--- src/rtl/sid_pkg.sv ---
// Shared constants, types and the noise LFSR shift for the SID voice scheduler.
package sid_pkg;

  localparam int unsigned ACC_W         = 24;
  localparam int unsigned LFSR_W        = 23;
  localparam int unsigned LFSR_TAP_A    = 17;
  localparam int unsigned LFSR_TAP_B    = 22;
  localparam int unsigned NOISE_CLK_BIT = 19;
  localparam int unsigned FREQ_W        = 16;
  localparam int unsigned VIDX_W        = 3;
  localparam int unsigned MAX_VOICES    = 8;
  localparam int unsigned OSC3_W        = 8;

  typedef struct packed {
    logic test;
    logic sync;
  } voice_ctrl_t;

  typedef logic [VIDX_W-1:0] voice_idx_t;

  typedef enum logic {
    IDLE = 1'b0,
    SLOT = 1'b1
  } sched_state_t;

  // One noise clock: shift left, feed back tap A xor tap B.
  function automatic logic [LFSR_W-1:0] lfsr_shift(input logic [LFSR_W-1:0] l);
    return {l[LFSR_W-2:0], l[LFSR_TAP_A] ^ l[LFSR_TAP_B]};
  endfunction

endpackage

--- src/rtl/sid_voice_sched_if.sv ---
// Register-write / slot-result bus between the decoder, the scheduler and the waveform generators.
interface sid_voice_sched_if;
  import sid_pkg::*;

  logic                clk_en;
  logic                wr_en;
  voice_idx_t          wr_voice;
  logic [FREQ_W-1:0]   wr_freq;
  logic                wr_test;
  logic                wr_sync;
  logic                ovr_clr;
  logic                busy;
  logic                out_valid;
  voice_idx_t          out_voice;
  logic [ACC_W-1:0]    out_acc;
  logic [LFSR_W-1:0]   out_lfsr;
  logic                out_sync;
  logic                overrun;
  logic [OSC3_W-1:0]   osc3_out;

  modport master (
    output clk_en, wr_en, wr_voice, wr_freq, wr_test, wr_sync, ovr_clr,
    input  busy, out_valid, out_voice, out_acc, out_lfsr, out_sync, overrun, osc3_out
  );

  modport slave (
    input  clk_en, wr_en, wr_voice, wr_freq, wr_test, wr_sync, ovr_clr,
    output busy, out_valid, out_voice, out_acc, out_lfsr, out_sync, overrun, osc3_out
  );

endinterface

--- src/rtl/sid_acc_step.sv ---
// Combinational single-voice step: phase accumulate, hard sync, test bit and noise clock.
module sid_acc_step
  import sid_pkg::*;
(
  input  logic [ACC_W-1:0]  acc_i,
  input  logic [FREQ_W-1:0] freq_i,
  input  logic [LFSR_W-1:0] lfsr_i,
  input  voice_ctrl_t       ctrl_i,
  input  logic              src_sync_i,
  output logic [ACC_W-1:0]  acc_next_c_o,
  output logic [LFSR_W-1:0] lfsr_next_c_o,
  output logic              sync_c_o
);

  logic [ACC_W-1:0] sum;

  assign sum = acc_i + ACC_W'(freq_i);

  // Test overrides sync; noise clocks on a 0->1 of the noise bit of the final value.
  always_comb begin
    acc_next_c_o  = sum;
    lfsr_next_c_o = lfsr_i;
    if (ctrl_i.sync && src_sync_i) begin
      acc_next_c_o = '0;
    end
    if (ctrl_i.test) begin
      acc_next_c_o  = '0;
      lfsr_next_c_o = '1;
    end else if (!acc_i[NOISE_CLK_BIT] && acc_next_c_o[NOISE_CLK_BIT]) begin
      lfsr_next_c_o = lfsr_shift(lfsr_i);
    end
  end

  assign sync_c_o = !acc_i[ACC_W-1] && acc_next_c_o[ACC_W-1];

endmodule

--- src/rtl/sid_voice_sched.sv ---
// Sequences NUM_VOICES voices through one shared step datapath per SID tick.
// Optional OSC3 read-back register enabled by SID_OSC3_READ_EN.
module sid_voice_sched
  import sid_pkg::*;
#(
  parameter int unsigned NUM_VOICES = 3
) (
  input  logic            clk,
  input  logic            reset,
  sid_voice_sched_if.slave bus
);

  localparam voice_idx_t LAST_IDX = voice_idx_t'(NUM_VOICES - 1);

  sched_state_t          state_q;
  voice_idx_t            idx_q;
  logic [FREQ_W-1:0]     freq_q [MAX_VOICES];
  voice_ctrl_t           ctrl_q [MAX_VOICES];
  logic [ACC_W-1:0]      acc_q  [MAX_VOICES];
  logic [LFSR_W-1:0]     lfsr_q [MAX_VOICES];
  logic [MAX_VOICES-1:0] sync_pend_q;
  logic [MAX_VOICES-1:0] sync_snap_q;

  logic                  busy_q;
  logic                  out_valid_q;
  voice_idx_t            out_voice_q;
  logic [ACC_W-1:0]      out_acc_q;
  logic [LFSR_W-1:0]     out_lfsr_q;
  logic                  out_sync_q;
  logic                  overrun_q;

  voice_idx_t            src_idx;
  logic [ACC_W-1:0]      acc_d;
  logic [LFSR_W-1:0]     lfsr_d;
  logic                  sync_d;
  logic                  wr_ok;

  // Voice 0 syncs from the last voice's edge of the previous tick.
  assign src_idx = (idx_q == '0) ? LAST_IDX : idx_q - voice_idx_t'(1);
  assign wr_ok   = bus.wr_en && (32'(bus.wr_voice) < NUM_VOICES);

  sid_acc_step u_step (
    .acc_i         (acc_q[idx_q]),
    .freq_i        (freq_q[idx_q]),
    .lfsr_i        (lfsr_q[idx_q]),
    .ctrl_i        (ctrl_q[idx_q]),
    .src_sync_i    (sync_snap_q[src_idx]),
    .acc_next_c_o  (acc_d),
    .lfsr_next_c_o (lfsr_d),
    .sync_c_o      (sync_d)
  );

  always_ff @(posedge clk or posedge reset) begin
    if (reset) begin
      state_q     <= IDLE;
      idx_q       <= '0;
      freq_q      <= '{default: '0};
      ctrl_q      <= '{default: '0};
      acc_q       <= '{default: '0};
      lfsr_q      <= '{default: '1};
      sync_pend_q <= '0;
      sync_snap_q <= '0;
      busy_q      <= 1'b0;
      out_valid_q <= 1'b0;
      out_voice_q <= '0;
      out_acc_q   <= '0;
      out_lfsr_q  <= '0;
      out_sync_q  <= 1'b0;
      overrun_q   <= 1'b0;
    end else begin
      out_valid_q <= 1'b0;

      if (wr_ok) begin
        freq_q[bus.wr_voice] <= bus.wr_freq;
        ctrl_q[bus.wr_voice] <= '{test: bus.wr_test, sync: bus.wr_sync};
      end

      // A tick arriving mid-sequence is dropped; setting beats clearing.
      if (bus.clk_en && busy_q) begin
        overrun_q <= 1'b1;
      end else if (bus.ovr_clr) begin
        overrun_q <= 1'b0;
      end

      case (state_q)
        IDLE: begin
          if (bus.clk_en) begin
            sync_snap_q <= sync_pend_q;
            idx_q       <= '0;
            busy_q      <= 1'b1;
            state_q     <= SLOT;
          end
        end
        SLOT: begin
          acc_q[idx_q]       <= acc_d;
          lfsr_q[idx_q]      <= lfsr_d;
          sync_pend_q[idx_q] <= sync_d;
          out_valid_q        <= 1'b1;
          out_voice_q        <= idx_q;
          out_acc_q          <= acc_d;
          out_lfsr_q         <= lfsr_d;
          out_sync_q         <= sync_d;
          if (idx_q == LAST_IDX) begin
            busy_q  <= 1'b0;
            state_q <= IDLE;
          end else begin
            idx_q <= idx_q + voice_idx_t'(1);
          end
        end
      endcase
    end
  end

  assign bus.busy      = busy_q;
  assign bus.out_valid = out_valid_q;
  assign bus.out_voice = out_voice_q;
  assign bus.out_acc   = out_acc_q;
  assign bus.out_lfsr  = out_lfsr_q;
  assign bus.out_sync  = out_sync_q;
  assign bus.overrun   = overrun_q;

`ifdef SID_OSC3_READ_EN
  logic [OSC3_W-1:0] osc3_q;

  // Upper accumulator byte of voice 2, held for CPU read-back.
  always_ff @(posedge clk or posedge reset) begin
    if (reset) begin
      osc3_q <= '0;
    end else if (state_q == SLOT && idx_q == voice_idx_t'(2)) begin
      osc3_q <= acc_d[ACC_W-1 -: OSC3_W];
    end
  end

  assign bus.osc3_out = osc3_q;
`else
  assign bus.osc3_out = '0;
`endif

endmodule

--- src/flat_wrapper.sv ---
// flat-port wrapper written by rule: the top's interface ports become plain ports
module sid_voice_sched_flat import sid_pkg::*;
#(
  parameter int unsigned NUM_VOICES = 3
)
  (clk, reset, bus_clk_en, bus_wr_en, bus_wr_voice, bus_wr_freq, bus_wr_test, bus_wr_sync, bus_ovr_clr, bus_busy, bus_out_valid, bus_out_voice, bus_out_acc, bus_out_lfsr, bus_out_sync, bus_overrun, bus_osc3_out);
  sid_voice_sched_if bus_i ();
  input  logic clk;
  input  logic reset;
  input wire logic [$bits(bus_i.clk_en)-1:0] bus_clk_en;
  input wire logic [$bits(bus_i.wr_en)-1:0] bus_wr_en;
  input wire logic [$bits(bus_i.wr_voice)-1:0] bus_wr_voice;
  input wire logic [$bits(bus_i.wr_freq)-1:0] bus_wr_freq;
  input wire logic [$bits(bus_i.wr_test)-1:0] bus_wr_test;
  input wire logic [$bits(bus_i.wr_sync)-1:0] bus_wr_sync;
  input wire logic [$bits(bus_i.ovr_clr)-1:0] bus_ovr_clr;
  output wire logic [$bits(bus_i.busy)-1:0] bus_busy;
  output wire logic [$bits(bus_i.out_valid)-1:0] bus_out_valid;
  output wire logic [$bits(bus_i.out_voice)-1:0] bus_out_voice;
  output wire logic [$bits(bus_i.out_acc)-1:0] bus_out_acc;
  output wire logic [$bits(bus_i.out_lfsr)-1:0] bus_out_lfsr;
  output wire logic [$bits(bus_i.out_sync)-1:0] bus_out_sync;
  output wire logic [$bits(bus_i.overrun)-1:0] bus_overrun;
  output wire logic [$bits(bus_i.osc3_out)-1:0] bus_osc3_out;
  assign bus_i.clk_en = bus_clk_en;
  assign bus_i.wr_en = bus_wr_en;
  assign bus_i.wr_voice = bus_wr_voice;
  assign bus_i.wr_freq = bus_wr_freq;
  assign bus_i.wr_test = bus_wr_test;
  assign bus_i.wr_sync = bus_wr_sync;
  assign bus_i.ovr_clr = bus_ovr_clr;
  assign bus_busy = bus_i.busy;
  assign bus_out_valid = bus_i.out_valid;
  assign bus_out_voice = bus_i.out_voice;
  assign bus_out_acc = bus_i.out_acc;
  assign bus_out_lfsr = bus_i.out_lfsr;
  assign bus_out_sync = bus_i.out_sync;
  assign bus_overrun = bus_i.overrun;
  assign bus_osc3_out = bus_i.osc3_out;
  sid_voice_sched #(.NUM_VOICES(NUM_VOICES)) u_core (.clk(clk), .reset(reset), .bus(bus_i));
endmodule
--- config.mk ---
export PLATFORM = sky130hd
export DESIGN_NAME = sid_voice_sched_flat
export DESIGN_NICKNAME = d
export VERILOG_FILES = /design/src/rtl/sid_pkg.sv /design/src/rtl/sid_voice_sched_if.sv /design/src/rtl/sid_acc_step.sv /design/src/rtl/sid_voice_sched.sv /design/src/flat_wrapper.sv
export SDC_FILE = /design/constraint.sdc
export NUM_CORES = 1
export LEC_CHECK = 0
export ABC_CLOCK_PERIOD_IN_PS = 22600
export BUFFER_PORTS_ARGS = -buffer_cell sky130_fd_sc_hd__clkbuf_2
export CAP_MARGIN = 20
export CELL_PAD_IN_SITES_DETAIL_PLACEMENT = 2
export CELL_PAD_IN_SITES_GLOBAL_PLACEMENT = 2
export CORE_UTILIZATION = 47
export CTS_BUF_LIST = sky130_fd_sc_hd__clkbuf_8
export DETAILED_ROUTE_END_ITERATION = 7
export PLACE_DENSITY = 0.91
export SLEW_MARGIN = 20
export SYNTH_ARGS = -nofsm -noshare
export SYNTH_HDL_FRONTEND = slang
export SYNTH_HIERARCHICAL = 1
export SYNTH_SLANG_ARGS = --single-unit
--- constraint.sdc ---
create_clock -name clk -period 22.6 [get_ports clk]
set_input_delay 2.26 -clock clk [delete_from_list [all_inputs] [get_ports clk]]
set_output_delay 2.26 -clock clk [all_outputs]
set_load 0.02 [all_outputs]
## Word-level counts from Yosys, hierarchy flattened

Cells that the tools add are included.

| cells by class | value |
|---|---|
| order comparisons | 8 |
| eq/ne operators | 4 |
| reductions and logical operators | 15 |
| bitwise operators | 4 |
| $add $sub $neg | 3 |
| mux-type cells | 46 |

Operator list:

| cell | number |
|---|---|
| bitwise mux 192 bit | 1 |
| bitwise mux 184 bit | 1 |
| bitwise mux 128 bit | 1 |
| two-way mux 24 bit | 5 |
| two-way mux 23 bit | 5 |
| binary-select mux 24 bit (select 3 bit) | 1 |
| demux 24 bit (select 3 bit) | 1 |
| binary-select mux 23 bit (select 3 bit) | 1 |
| demux 23 bit (select 3 bit) | 1 |
| binary-select mux 16 bit (select 3 bit) | 1 |
| demux 16 bit (select 3 bit) | 1 |
| two-way mux 16 bit | 3 |
| adder 24 x 16 -> 24 bit | 1 |
| bitwise mux 16 bit | 1 |
| two-way mux 1 bit | 9 |
| two-way mux 3 bit | 3 |
| bitwise mux 8 bit | 1 |
| >= comparator 4 bit (second input constant) | 2 |
| logical AND 1 bit | 8 |
| < comparator 3 x 4 -> 1 bit (second input constant) | 2 |
| < comparator 4 x 1 -> 1 bit (second input constant) | 2 |
| NOT 3 -> 4 bit | 2 |
| binary-select mux 2 bit (select 3 bit) | 1 |
| demux 2 bit (select 3 bit) | 1 |
| other kinds (17) | 25 |

| storage, ports and cells | value |
|---|---|
| input port bits | 26 |
| output and inout bits | 62 |
| flip-flop bits (word level) | 594 |
| word-level logic and storage cells | 131 |

## Longest topological paths before layout

| depth | value |
|---|---|
| word-level depth | 10 |
| depth in mapped cells | 15 |
| gate-level depth less buffers | 12 |

## Modules after synthesis

The synthesis kept the hierarchy.

Modules (own cells, without submodules):

| module | times used | seq. area each (µm²) | area each (µm²) | cells an instance |
|---|---|---|---|---|
| sid_voice_sched | 1 | 15,094.5 | 25,739.7 | 1,671 |
| sid_acc_step | 1 | 0.0 | 1,445.1 | 209 |

## Worst setup path after synthesis

OpenSTA, ideal clock, no wires.

| path | value |
|---|---|
| kind | register -> register |
| from | register u_core.idx_q[0] |
| to | register u_core/acc_q[140] (netlist bit) |
| library setup time | 0.066 ns |
| data arrival time | 3.851 ns |
| path slack | 18.683 ns |
| period minus slack after synthesis | 3.917 ns |
| required time | 22.534 ns |
| buffers on the path | 3 |
| stages on the path, launching flop included | 16 |
| path through | dfrtp_1 > buf_2 > buf_2 > buf_2 > mux4_2 > nand2_1 > nand2_1 > ha_1 > fa_1 > a211oi_1 > o21ai_1 > a221o_1 > o211ai_1 > o21ai_0 > a21oi_1 > mux2_2 |

| between the ends | value |
|---|---|
| cells in the longest elaborated chain, start to end | 8 |
| elaborated cells between the ends (all ways) | 25 |
| those cells by class | 2 x add/sub; 2 x order compare; 17 x mux; 1 x bitwise; 3 x reduce/logical |

Ends and longest elaborated chain:

| element | RTL line | text |
|---|---|---|
| from (decl) | sid_voice_sched.sv:16 | `voice_idx_t idx_q;` |
| from (signal assigned) | sid_voice_sched.sv:107 | `idx_q <= idx_q + voice_idx_t'(1);` |
| NOT 3 -> 4 bit (implied by the code) (tied with other cells) | sid_voice_sched.sv:43, sid_voice_sched.sv:44, sid_voice_sched.sv:46 |  |
| binary-select mux 24 bit (select 3 bit) (tied with other cells) | sid_voice_sched.sv:43 | `.acc_i (acc_q[idx_q]),` |
| two-way mux 24 bit (implied by the code) (tied with other cells) (2 in series) | sid_voice_sched.sv:43 |  |
| adder 24 x 16 -> 24 bit or logical AND 1 bit (tied branches) | sid_acc_step.sv:17, sid_acc_step.sv:23 |  |
| two-way mux 24 bit | sid_acc_step.sv:23 | `if (ctrl_i.sync && src_sync_i) begin` |
| two-way mux 24 bit * | sid_acc_step.sv:26 | `if (ctrl_i.test) begin` |
| named net u_core.acc_d[20] | sid_voice_sched.sv:33 | `logic [ACC_W-1:0] acc_d;` |
| bitwise mux 192 bit * | sid_voice_sched.sv:95 | `acc_q[idx_q] <= acc_d;` |
| to (signal assigned) | sid_voice_sched.sv:59 | `acc_q <= '{default: '0};` |
| to (signal, indexed assignment) | sid_voice_sched.sv:95 |  |
| to (decl) | sid_voice_sched.sv:19 | `logic [ACC_W-1:0] acc_q [MAX_VOICES];` |

Mark *: on every way through the listed nets, which the timed path passes. The rest lies on a longest branch. The select of a mux whose other input is x is not followed.
A chain may end at the register's enable or synchronous reset.

## Final worst setup path

| path | value |
|---|---|
| from | register u_core.idx_q[0] |
| to | register u_core/acc_q[95] (netlist bit) |

Same word-level chain as after synthesis.

==> results by group <==
Outcome
  • Outcome: finished, final reports clean

Clock network
  • # hold bufs at CTS: 0
  • TritonCTS clock tree: built
  • Clk Latency, worst-skew pair: 780 ps
  • CTS root buffer: clkbuf_8
  • Count of clock tree sinks: 594
  • Post-CTS repair timing setup buffer count: 0
  • # resized after CTS: 0
  • Total CTS buffers: 98
  • CTS max path bufs: 3
  • CTS H-tree depth: 3
  • Clock-pin slew on the worst setup and hold paths: 70 ps

Synthesis
  • Synth Register Bits: 594
  • Yosys warning total: 6
  • Share of the synthesized area in the top cell type: 0.377
  • Distinct cells, synth: 57
  • Synth Area per Inst: 14.5 um2
  • Largest area contributor in the netlist: dfrtp_1
  • Synth top area cells: dfrtp_1 38%, mux2_2 20%, dfstp_2 18%, mux4_2 11%, nand2_1 3.0%
  • FFs w/ async S/R, synth: 1.00
  • Most frequent cells after synthesis: 475 x mux2_2, 410 x dfrtp_1, 215 x nand2_1
  • Post-synth EDFFs: 0
  • Mapped Cells: 1880
  • Synth Flop Type: dfrtp_1
  • Most common cell in the synthesized netlist: mux2_2
  • Post-synthesis cell area: 27200 um2
  • Seq/Total Area, Yosys: 0.555

Global routing
  • Total GRT Usage: 0.327
  • GR Util met3: 0.0542
  • Grt met1 use: 0.419
  • GR Util met2: 0.543
  • GRT busiest layer: met2
  • Number of global-route vias before repair: 20200
  • Grt ovf: 0
  • Initial antenna violation count: 2
  • Largest net degree at the start of global routing: 109
  • First-pass GRT wire length: 142000 um

STA
  • Fmax: 138 MHz
  • Final cycle utilization of the critical path: 0.320
  • TNS Setup: 0 ps
  • Endpoints failing hold: 0
  • Post-route minimum period: 7220 ps
  • Worst Tran Pin Value: 1160 ps
  • Slew margin rel.: 0.204
  • Max-slew violations: 0
  • Final setup viols: 0
  • Setup Skew: 66.9 ps
  • RSZ-0062 raised after global routing: false

Placed design
  • Hpwl dp: 49600 um
  • Port Buffer Count: 79
  • Gpl congestion: 0.822

Detailed routing
  • Final ANT Viol Nets: 0
  • Via density: 6.45
  • WL final: 104000 um
  • DRC marker count from the first detailed-route iteration: 1523
  • Via Count: 17600
  • Drt first pass iters: 7
  • Drc violations: 0
  • DR WL/cell: 38.0 um

Critical path
  • Worst Path Buf+Inv: 2
  • Levels on crit path: 13
  • CP required: 23250 ps
  • CP endpoint kind: flip-flop
  • Worst Reg-to-Reg Cells: 13
  • Data arrival, critical path: 7870 ps
  • CP Cell Sequence: buf_4, buf_4, mux4_2, nand2_1, nand2_1, ha_1, nand4_1, a21oi_1, o31ai_4, a311oi_1, nor3b_2, o21bai_1, mux2_2
  • Crit Path Max Fanout: 44
  • Worst setup SP type: flip-flop
  • Critical R2R Launch: u_core/idx_q[0]
  • CP Capture Point: u_core/acc_q[95]
  • CP max stage cell: buf_4
  • Worst R2R Setup Slack: 15380 ps
  • CP top delay family: compound AO/OA/AOI/OAI gates
  • Critical setup path kind: reg2reg
  • Crit Reg-Reg Endpoint: u_core/acc_q[95]
  • Crit-path max cell delay: 820 ps
  • Critical path origin: u_core/idx_q[0]

Power
  • Power per standard cell area: 179 nW/um2
  • Peak supply drop: 0.0000749 V
  • Pwr Total: 5.38 mW
  • Pleak: 13.6 nW

Cells and area
  • Area grow syn2layout: 10.3%
  • Reg area: 15100 um2
  • Ratio of cells with drive above 1 in the final layout: 0.552
  • Fill cells: 5046
  • Nets: 1940
  • Multi-input logic area: 11200 um2

Floorplan
  • Die H: 243 um
  • Starting Density: 0.478
  • Die W: 243 um
  • Core Region: 56800 um2
  • Core Rows: 87
  • Die area: 58800 um2
  • IO Pins: 88

Hold path
  • Min-delay worst type: reg2reg

Job
  • Max-cap violations: 0
stage by stage:
step	setup WS (ps)	instances	cell area, um2	util	hold WS (ps)
after floorplan	4020	1887	27200	-	349
after global placement	16720	2546	27900	0.491	360
after detailed placement	16240	2546	27900	0.491	363
after CTS	15910	2725	29900	0.526	377
after global routing	15220	2728	30000	0.528	394
final	15380	2730	30000	0.528	376
layout by cell type (no fill, tap or decap), types with 4 or more instances in the layout:
| master | count |
|---|---|
| clkbuf_2 | 79 |
| buf_6 | 5 |
| dfrtp_4 | 4 |
| mux2i_1 | 26 |
| nor2_1 | 52 |
| nand4_1 | 4 |
| mux4_2 | 130 |
| and2_1 | 5 |
| xnor2_1 | 10 |
| buf_4 | 25 |
| dfstp_2 | 184 |
| o21ai_1 | 4 |
| a211oi_1 | 4 |
| ha_1 | 20 |
| o21ai_0 | 9 |
| a21oi_1 | 19 |
| o21a_1 | 4 |
| xor2_1 | 8 |
| clkbuf_8 | 131 |
| a21o_1 | 5 |
| conb_1 | 8 |
| mux2_4 | 20 |
| nor2b_1 | 7 |
| mux2_2 | 475 |
| inv_1 | 43 |
| dfrtp_1 | 406 |
| clkinv_2 | 8 |
| nand2_1 | 215 |
| nand3_1 | 7 |
worst min-delay path by stage:
stage	from	to	slack, ps	depth (start not counted)
2_1_floorplan	u_core/state_q	u_core/bus.out_valid	350	0
3_3_place_gp	u_core/freq_q[55]	u_core/freq_q[55]	360	0
3_5_place_dp	u_core/freq_q[55]	u_core/freq_q[55]	360	0
4_1_cts	u_core/freq_q[18]	u_core/freq_q[18]	380	0
5_1_grt	u_core/freq_q[34]	u_core/freq_q[34]	390	0
6_report	u_core/freq_q[27]	u_core/freq_q[27]	380	0
power breakdown:
group	internal (mW)	switching [mW]
registers	1.53	0.306
clock network	0.517	0.514
logic	0.957	1.55
total	3.01	2.37
registers in the layout (all words and copies together) (netlist names), 3 cells and up:
signal and cells:
u_core/acc_q 192, u_core/lfsr_q 184, u_core/freq_q 128, u_core/bus.out_acc 24
u_core/bus.out_lfsr 23, u_core/ctrl_q 16, u_core/sync_pend_q 8, u_core/sync_snap_q 8
u_core/bus.out_voice 3, u_core/idx_q 3
area by class of cell:
class                      count  area share
sequential                   594       0.504
multi-input combinational   1077       0.373
clock buffer                 131      0.0601
tap                          756      0.0315
timing repair buffer         111      0.0232
clock inverter                48     0.00717
inverter                      11     0.00163
antenna                        2    0.000167
metal layers:
| layer | routed length, um | vias up |
|---|---|---|
| li1 | - | 6691 |
| met4 | 5730 | 2 |
| met2 | 51600 | 969 |
| met3 | 6150 | 393 |
| met5 | 13 | - |
| met1 | 40200 | 9549 |
cells by family (layout without fill, tap and decap cells):
family	count (synthesis)	in the layout	synth area share
flip-flops	594	594	0.555
buffers and inverters	216	301	0.0372
XOR/XNOR	18	18	0.00580
other	1	10	0.000138
AO/OA/AOI/OAI	66	66	0.0171
multiplexers	652	652	0.325
AND/OR/NAND/NOR	312	312	0.0490
adder cells (fa/ha/maj)	21	21	0.00994
Note: power is estimated with default switching activity, not from simulation.
